$ cat src/rtl/oserdes_word_scheduler.sv
// oserdes_word_scheduler: lock-gated round-robin word feed and delay-tap sequencer for one O_SERDES lane.
// Define OSERDES_SCHED_DLY_EN to build the DLY_ADJ/DLY_INCDEC tap sequencer; otherwise those outputs are tied low.
module oserdes_word_scheduler #(
  parameter int WIDTH = 4,
  parameter logic [WIDTH-1:0] IDLE_WORD = '0,
  parameter int LOCK_WAIT = 16
) (
  input  logic             clock,
  input  logic             reset,
  input  logic             pll_lock,
  input  logic             req0_valid,
  input  logic [WIDTH-1:0] req0_data,
  output logic             req0_ready,
  input  logic             req1_valid,
  input  logic [WIDTH-1:0] req1_data,
  output logic             req1_ready,
  input  logic             dly_target_valid,
  input  logic [5:0]       dly_target,
  input  logic [5:0]       dly_tap_value,
  output logic             dly_busy,
  output logic [WIDTH-1:0] serdes_d,
  output logic             serdes_load_word,
  output logic             serdes_oe,
  output logic             serdes_dly_adj,
  output logic             serdes_dly_incdec,
  output logic             serdes_dly_load,
  output logic             link_up
);
  typedef enum logic {WAIT_LOCK, RUN} link_t;
  link_t link_st;
  logic [7:0] lock_cnt;
  logic prio;
  logic run;
  assign run = link_st == RUN;
  assign link_up = run;
  assign serdes_load_word = run;
  assign serdes_oe = run;
  assign serdes_dly_load = 1'b0;
  // prio=1 means req1 wins the next tie
  assign req0_ready = run && req0_valid && (!req1_valid || !prio);
  assign req1_ready = run && req1_valid && (!req0_valid || prio);
  always_ff @(posedge clock) begin
    if (reset) begin
      link_st <= WAIT_LOCK;
      lock_cnt <= 8'd0;
      prio <= 1'b0;
      serdes_d <= IDLE_WORD;
    end else begin
      serdes_d <= req0_ready ? req0_data : req1_ready ? req1_data : IDLE_WORD;
      prio <= req0_ready ? 1'b1 : req1_ready ? 1'b0 : prio;
      if (!run) begin
        lock_cnt <= pll_lock ? lock_cnt + 8'd1 : 8'd0;
        link_st <= pll_lock && lock_cnt == 8'(LOCK_WAIT - 1) ? RUN : WAIT_LOCK;
      end else if (!pll_lock) begin
        link_st <= WAIT_LOCK;
        lock_cnt <= 8'd0;
      end
    end
  end
`ifdef OSERDES_SCHED_DLY_EN
  typedef enum logic [1:0] {D_IDLE, D_STEP, D_SETTLE} dly_t;
  dly_t dly_st;
  logic [5:0] target;
  logic settle;
  assign dly_busy = dly_st != D_IDLE;
  // adj/incdec are registered, so the pulse lands in the first settle cycle
  always_ff @(posedge clock) begin
    if (reset || (run && !pll_lock)) begin
      dly_st <= D_IDLE;
      target <= reset ? 6'd0 : target;
      settle <= 1'b0;
      serdes_dly_adj <= 1'b0;
      serdes_dly_incdec <= 1'b0;
    end else begin
      serdes_dly_adj <= 1'b0;
      serdes_dly_incdec <= 1'b0;
      case (dly_st)
        D_IDLE: begin
          target <= dly_target_valid ? dly_target : target;
          dly_st <= dly_target_valid ? D_STEP : D_IDLE;
        end
        D_STEP: begin
          serdes_dly_adj <= dly_tap_value != target;
          serdes_dly_incdec <= dly_tap_value < target;
          settle <= 1'b0;
          dly_st <= dly_tap_value == target ? D_IDLE : D_SETTLE;
        end
        D_SETTLE: begin
          settle <= 1'b1;
          dly_st <= settle ? D_STEP : D_SETTLE;
        end
        default: dly_st <= D_IDLE;
      endcase
    end
  end
`else
  logic unused_dly;
  assign unused_dly = ^{dly_target_valid, dly_target, dly_tap_value};
  assign dly_busy = 1'b0;
  assign serdes_dly_adj = 1'b0;
  assign serdes_dly_incdec = 1'b0;
`endif
endmodule

$ cat config.mk
export PLATFORM = sky130hd
export DESIGN_NAME = oserdes_word_scheduler
export DESIGN_NICKNAME = d
export VERILOG_FILES = /design/src/rtl/oserdes_word_scheduler.sv
export SDC_FILE = /design/constraint.sdc
export NUM_CORES = 1
export LEC_CHECK = 0
export BUFFER_PORTS_ARGS = -buffer_cell sky130_fd_sc_hd__buf_2
export CAP_MARGIN = 20
export CORE_MARGIN = 3
export CORE_UTILIZATION = 40
export DETAILED_ROUTE_END_ITERATION = 10
export PLACE_DENSITY_LB_ADDON = 0.15
export SLEW_MARGIN = 30
export SYNTH_ARGS = -nofsm -noshare
export SYNTH_HDL_FRONTEND = slang
export SYNTH_SLANG_ARGS = --single-unit
export TNS_END_PERCENT = 1
$ cat constraint.sdc
create_clock -name clock -period 2.2 [get_ports clock]
set_clock_uncertainty 0.05 [all_clocks]
set_input_delay 0.33 -clock clock [delete_from_list [all_inputs] [get_ports clock]]
set_output_delay 0.33 -clock clock [all_outputs]
set_load 0.01 [all_outputs]
=== Word level (Yosys, flattened, before mapping) ===
Index checks and enable logic that the tools add are counted.

* Add/sub/neg operators: 1
* Multiply operators: 0
* Divide/modulo/power cells: 0
* Magnitude comparators: 0
* Eq/ne operators: 2
* Shift operators: 0
* Multiplexer cells: 10
* Bitwise gates (word level): 0
* Reductions and logical operators: 11

{| class="wikitable"
|+ Operators by type and width
! operator !! count
|-
| two-way mux 8 bit || 3
|-
| adder 8 x 1 -> 8 bit (second input constant) || 1
|-
| equality test 8 x 4 -> 1 bit (second input constant) || 1
|-
| two-way mux 4 bit || 2
|-
| logical AND 1 bit || 5
|-
| two-way mux 1 bit || 5
|-
| logical NOT 1 bit || 3
|-
| logical OR 1 bit || 2
|-
| inequality test 2 bit (second input constant) || 1
|-
| nonzero test 2 bit || 1
|}

* Bits in registers: 14
* Bits in latches: 0
* RAM bits: 0
* ROM bits: 0
* Input port bits: 26
* Output and inout port bits: 13
* Word-level logic and storage cells: 28
* Memories: 0

=== Longest topological paths before layout ===
* Depth in word-level cells: 5
* Gate-level depth with buffers: 4
* Mapped depth without buffers: 4

=== Least setup slack after synthesis ===
OpenSTA, ideal clock, no wires.

* Path kind: reg-to-output
* From: register link_st (netlist: link_up)
* To: output req0_ready
* Arrival time: 0.902 ns
* Required time: 1.820 ns
* Slack: 0.918 ns
* Stages on the path, launching flop included: 4
* Path buffers: 1
* Cells stage by stage: dfxtp_1 -> buf_4 -> nand2_1 -> a21oi_1

* Longest elaborated chain between the ends: 2

{| class="wikitable"
|+ Ends and longest elaborated chain
! what !! RTL line !! text
|-
| start: declaration || 30 || <nowiki>link_t link_st;</nowiki>
|-
| start signal: assignment || 53 || <nowiki>link_st <= pll_lock && lock_cnt == 8'(LOCK_WAIT - 1) ? RUN : WAIT_LOCK;</nowiki>
|-
| logical AND 1 bit (2 in series) || 40 || <nowiki>assign req0_ready = run && req0_valid && (!req1_valid || !prio);</nowiki>
|-
| end: declaration || 13 || <nowiki>output logic req0_ready,</nowiki>
|}

No other way between the ends.

=== Worst setup path after layout ===
Ends and elaborated chain as after synthesis.

==> reports/results.ini <==
[cells_and_area]
multiInputGateArea_sq_um = 308
layout.nets = 117
instances_no_fill = 104
num-fill-cells = 145
n_antenna_cell = 0
drive_above_1_share_pct = 30.3
syn2layout_area_growth_pct = 18.1
regArea_sq_um = 280
finalInstanceArea_sq_um = 752
finish.utilization_pct = 53.8

[yosys]
synth.mux.area_fraction_pct = 1.57
yosysUniqueCellTypes = 26
synth_compound_area_share_pct = 19.4
synth_area_sq_um = 637
synth_fa_ha_area_share_pct = 1.96
yosys.area_share.simple_pct = 18.9
ys_ff_latch = 14
syn_avg_cell_area_sq_um = 9.23
seq_area_frac_synth_pct = 44.0
yosysWarnings = 0
synth_top_family_by_area = compound AO/OA/AOI/OAI gates
synth_xor_area_share_pct = 4.13
synth_cells = 69

[job]
maxCapViolations = 0

[run_status]
status = complete, no violations

[global_route]
met3_usage_pct = 5.93
overflow = 0
grt_max_degree = 17
met1_usage_pct = 15.6
grt_pass1_vias = 477
grt_antenna_before_repair = 0
met2_usage_pct = 20.6
grt.busiest_layer = met2
grtUsageTotal_pct = 13.2
grt_pass1_wl_mm = 2.02

[cts]
cts_resized = 0
cts_buffer_depth = 2
cts.sinks = 14
post-cts-setup-buffer-count = 0
cts_max_level = 1
cts.clk_slew.worst_paths_ns = 0.08
cts_hold_buf = 0
clockRootBuffer = clkbuf_4
worstSkewPairLatency_ns = 0.28
cts_tree = yes
numCtsBuffers = 3

[detailed_routing]
detail_route.wl_per_cell_um = 12.1
drt_iter0_drc = 15
wirelength_mm = 1.26
avgViaCountPerCell = 5.40
antenna_left = 0
vias = 562
first_pass_iters = 4
drc = 0

[floorplan]
fp.dieW_um = 45.9
initial_utilization_pct = 45.5
io_pins = 39
core_sq_um = 1400
fp.dieArea_sq_um = 2110
rows = 13
chipHeight_um = 45.9

[critical_path]
critical_path.top_delay_family = flip-flops
crit_arrival_ns = 1.36
rr_worst_depth = 3
cp-start-kind = flip-flop
crit_fanout = 16
path_class = flip-flop to output pin
endpoint_kind = output pin
slowest_delay_ns = 0.64
ff2ff_setup_slack_ns = 0.65
path_cells = nand2_1 > a21oi_1 > buf_2
crit_buf_inv = 1
worst_path_max_delay_cell = dfxtp_1
crit_cells = 3
worstPathRequired_ns = 1.82

[timing]
worst_slew_pin_slew_ns = 0.519
rsz0062_at_grt = false
post-route-min-period_ns = 1.74
max_freq_ghz = 0.576
drv_slew = 0
relSlewSlack_pct = 65.2
setup_viol = 0
setup_tns_ns = 0
finalCritPeriodShare_pct = 78.9
final_hold_viol_count = 0
final.setup.worst_slack_ns = 0.463

[place]
dp_slack_ns = 0.673
portBuffers = 21
dp.final_hpwl_um = 938
place_congestion = 0.676
postPlaceCellArea_sq_um = 716
post-place-cells = 100

[pwr]
leakagePower_nw = 0.319
power_density_nw_per_um2 = 614
ir_drop_uv = 523

[hold_path]
hp-class = input pin to flip-flop
holdPathStages = 2

==> layout by cell type, fill, tap and decap left out, drive strengths merged, types with 2 or more instances in the layout <==
cell    instances
buf            21
o21ai           4
a21oi           8
nand4b          2
nor2            5
or3             4
a22o            4
nand2           3
xor2            2
a211oi          2
dfxtp          14
clkbuf          4
conb            4
==> cell usage after synthesis <==
master    number  area [sq um]
conb_1         1          3.75
or3_1          4          25.0
buf_4          7          52.6
dfxtp_1       14           280
ha_1           1          12.5
a311oi_1       1          8.76
nand3b_1       1          7.51
and4b_2        1          11.3
nor2_1         5          18.8
xnor2_1        1          8.76
nand4b_1       2          17.5
a211oi_2       1          12.5
nor3_1         1          5.00
nand3_1        1          5.00
nand2b_1       1          6.26
nor2b_1        1          6.26
nand2_1        3          11.3
mux2i_1        1          10.0
a21oi_1        8          40.0
a211oi_1       1          7.51
clkbuf_1       1          3.75
a22o_1         4          35.0
o21ai_0        4          20.0
xor2_1         2          17.5
nand4_1        1          6.26
inv_1          1          3.75
==> layout make-up <==
type	count	share of cell area, %
sequential	14	37.3
tap	15	2.50
timing repair buffer	21	14.0
multi-input combinational	49	40.9
clock buffer	4	4.83
inverter	1	0.499
==> worst paths after layout <==
path / to / from
hold / removal: serdes_d[1] / req0_data[1]
setup / recovery: req0_ready / link_up
setup reg to reg: serdes_d[0] / link_up
hold reg to reg: lock_cnt[7] / lock_cnt[7]
==> state kept, by name (all words and copies together), names as in the netlist <==
name and flops:
lock_cnt 8, serdes_d 4, link_up 1, prio 1
==> routing by layer <==
| metal | vias up | wire length [um] |
|---|---|---|
| met3 | 2 | 108 |
| met4 | 0 | 13 |
| li1 | 279 | - |
| met5 | - | 0 |
| met1 | 262 | 532 |
| met2 | 19 | 600 |
==> through the flow <==
stage | total power (W) | hold WS [ns]
2_1_floorplan | 0.000277 | 0.358
3_3_place_gp | 0.000285 | 0.422
4_1_cts | 0.000471 | 0.198
3_5_place_dp | 0.000286 | 0.430
5_1_grt | 0.000487 | 0.191
6_report | 0.000462 | 0.210
==> report_power, final <==
group / total, W / internal, W / switching [W]
combinational: 0.0000226 / 0.0000102 / 0.0000124
sequential: 0.000257 / 0.000255 / 0.00000211
clock: 0.000182 / 0.000101 / 0.0000813
==> worst reg2reg max path: cells and delay by family (launching register included) <==
kind               cells  cell delay (ns)
AOI/OAI and AO/OA      2             0.67
DFF                    1             0.64
and+or+nand+nor        1             0.13
==> cell families (layout without fill, tap and decap cells) <==
group | count (synthesis) | after routing
AO/OA/AOI/OAI | 19 | 19
XOR/XNOR | 3 | 3
adder cells (fa/ha/maj) | 1 | 1
buffers and inverters | 9 | 26
flip-flops | 14 | 14
multiplexers | 1 | 1
other | 1 | 4
AND/OR/NAND/NOR | 21 | 21
(Power assumes the default switching activity.)
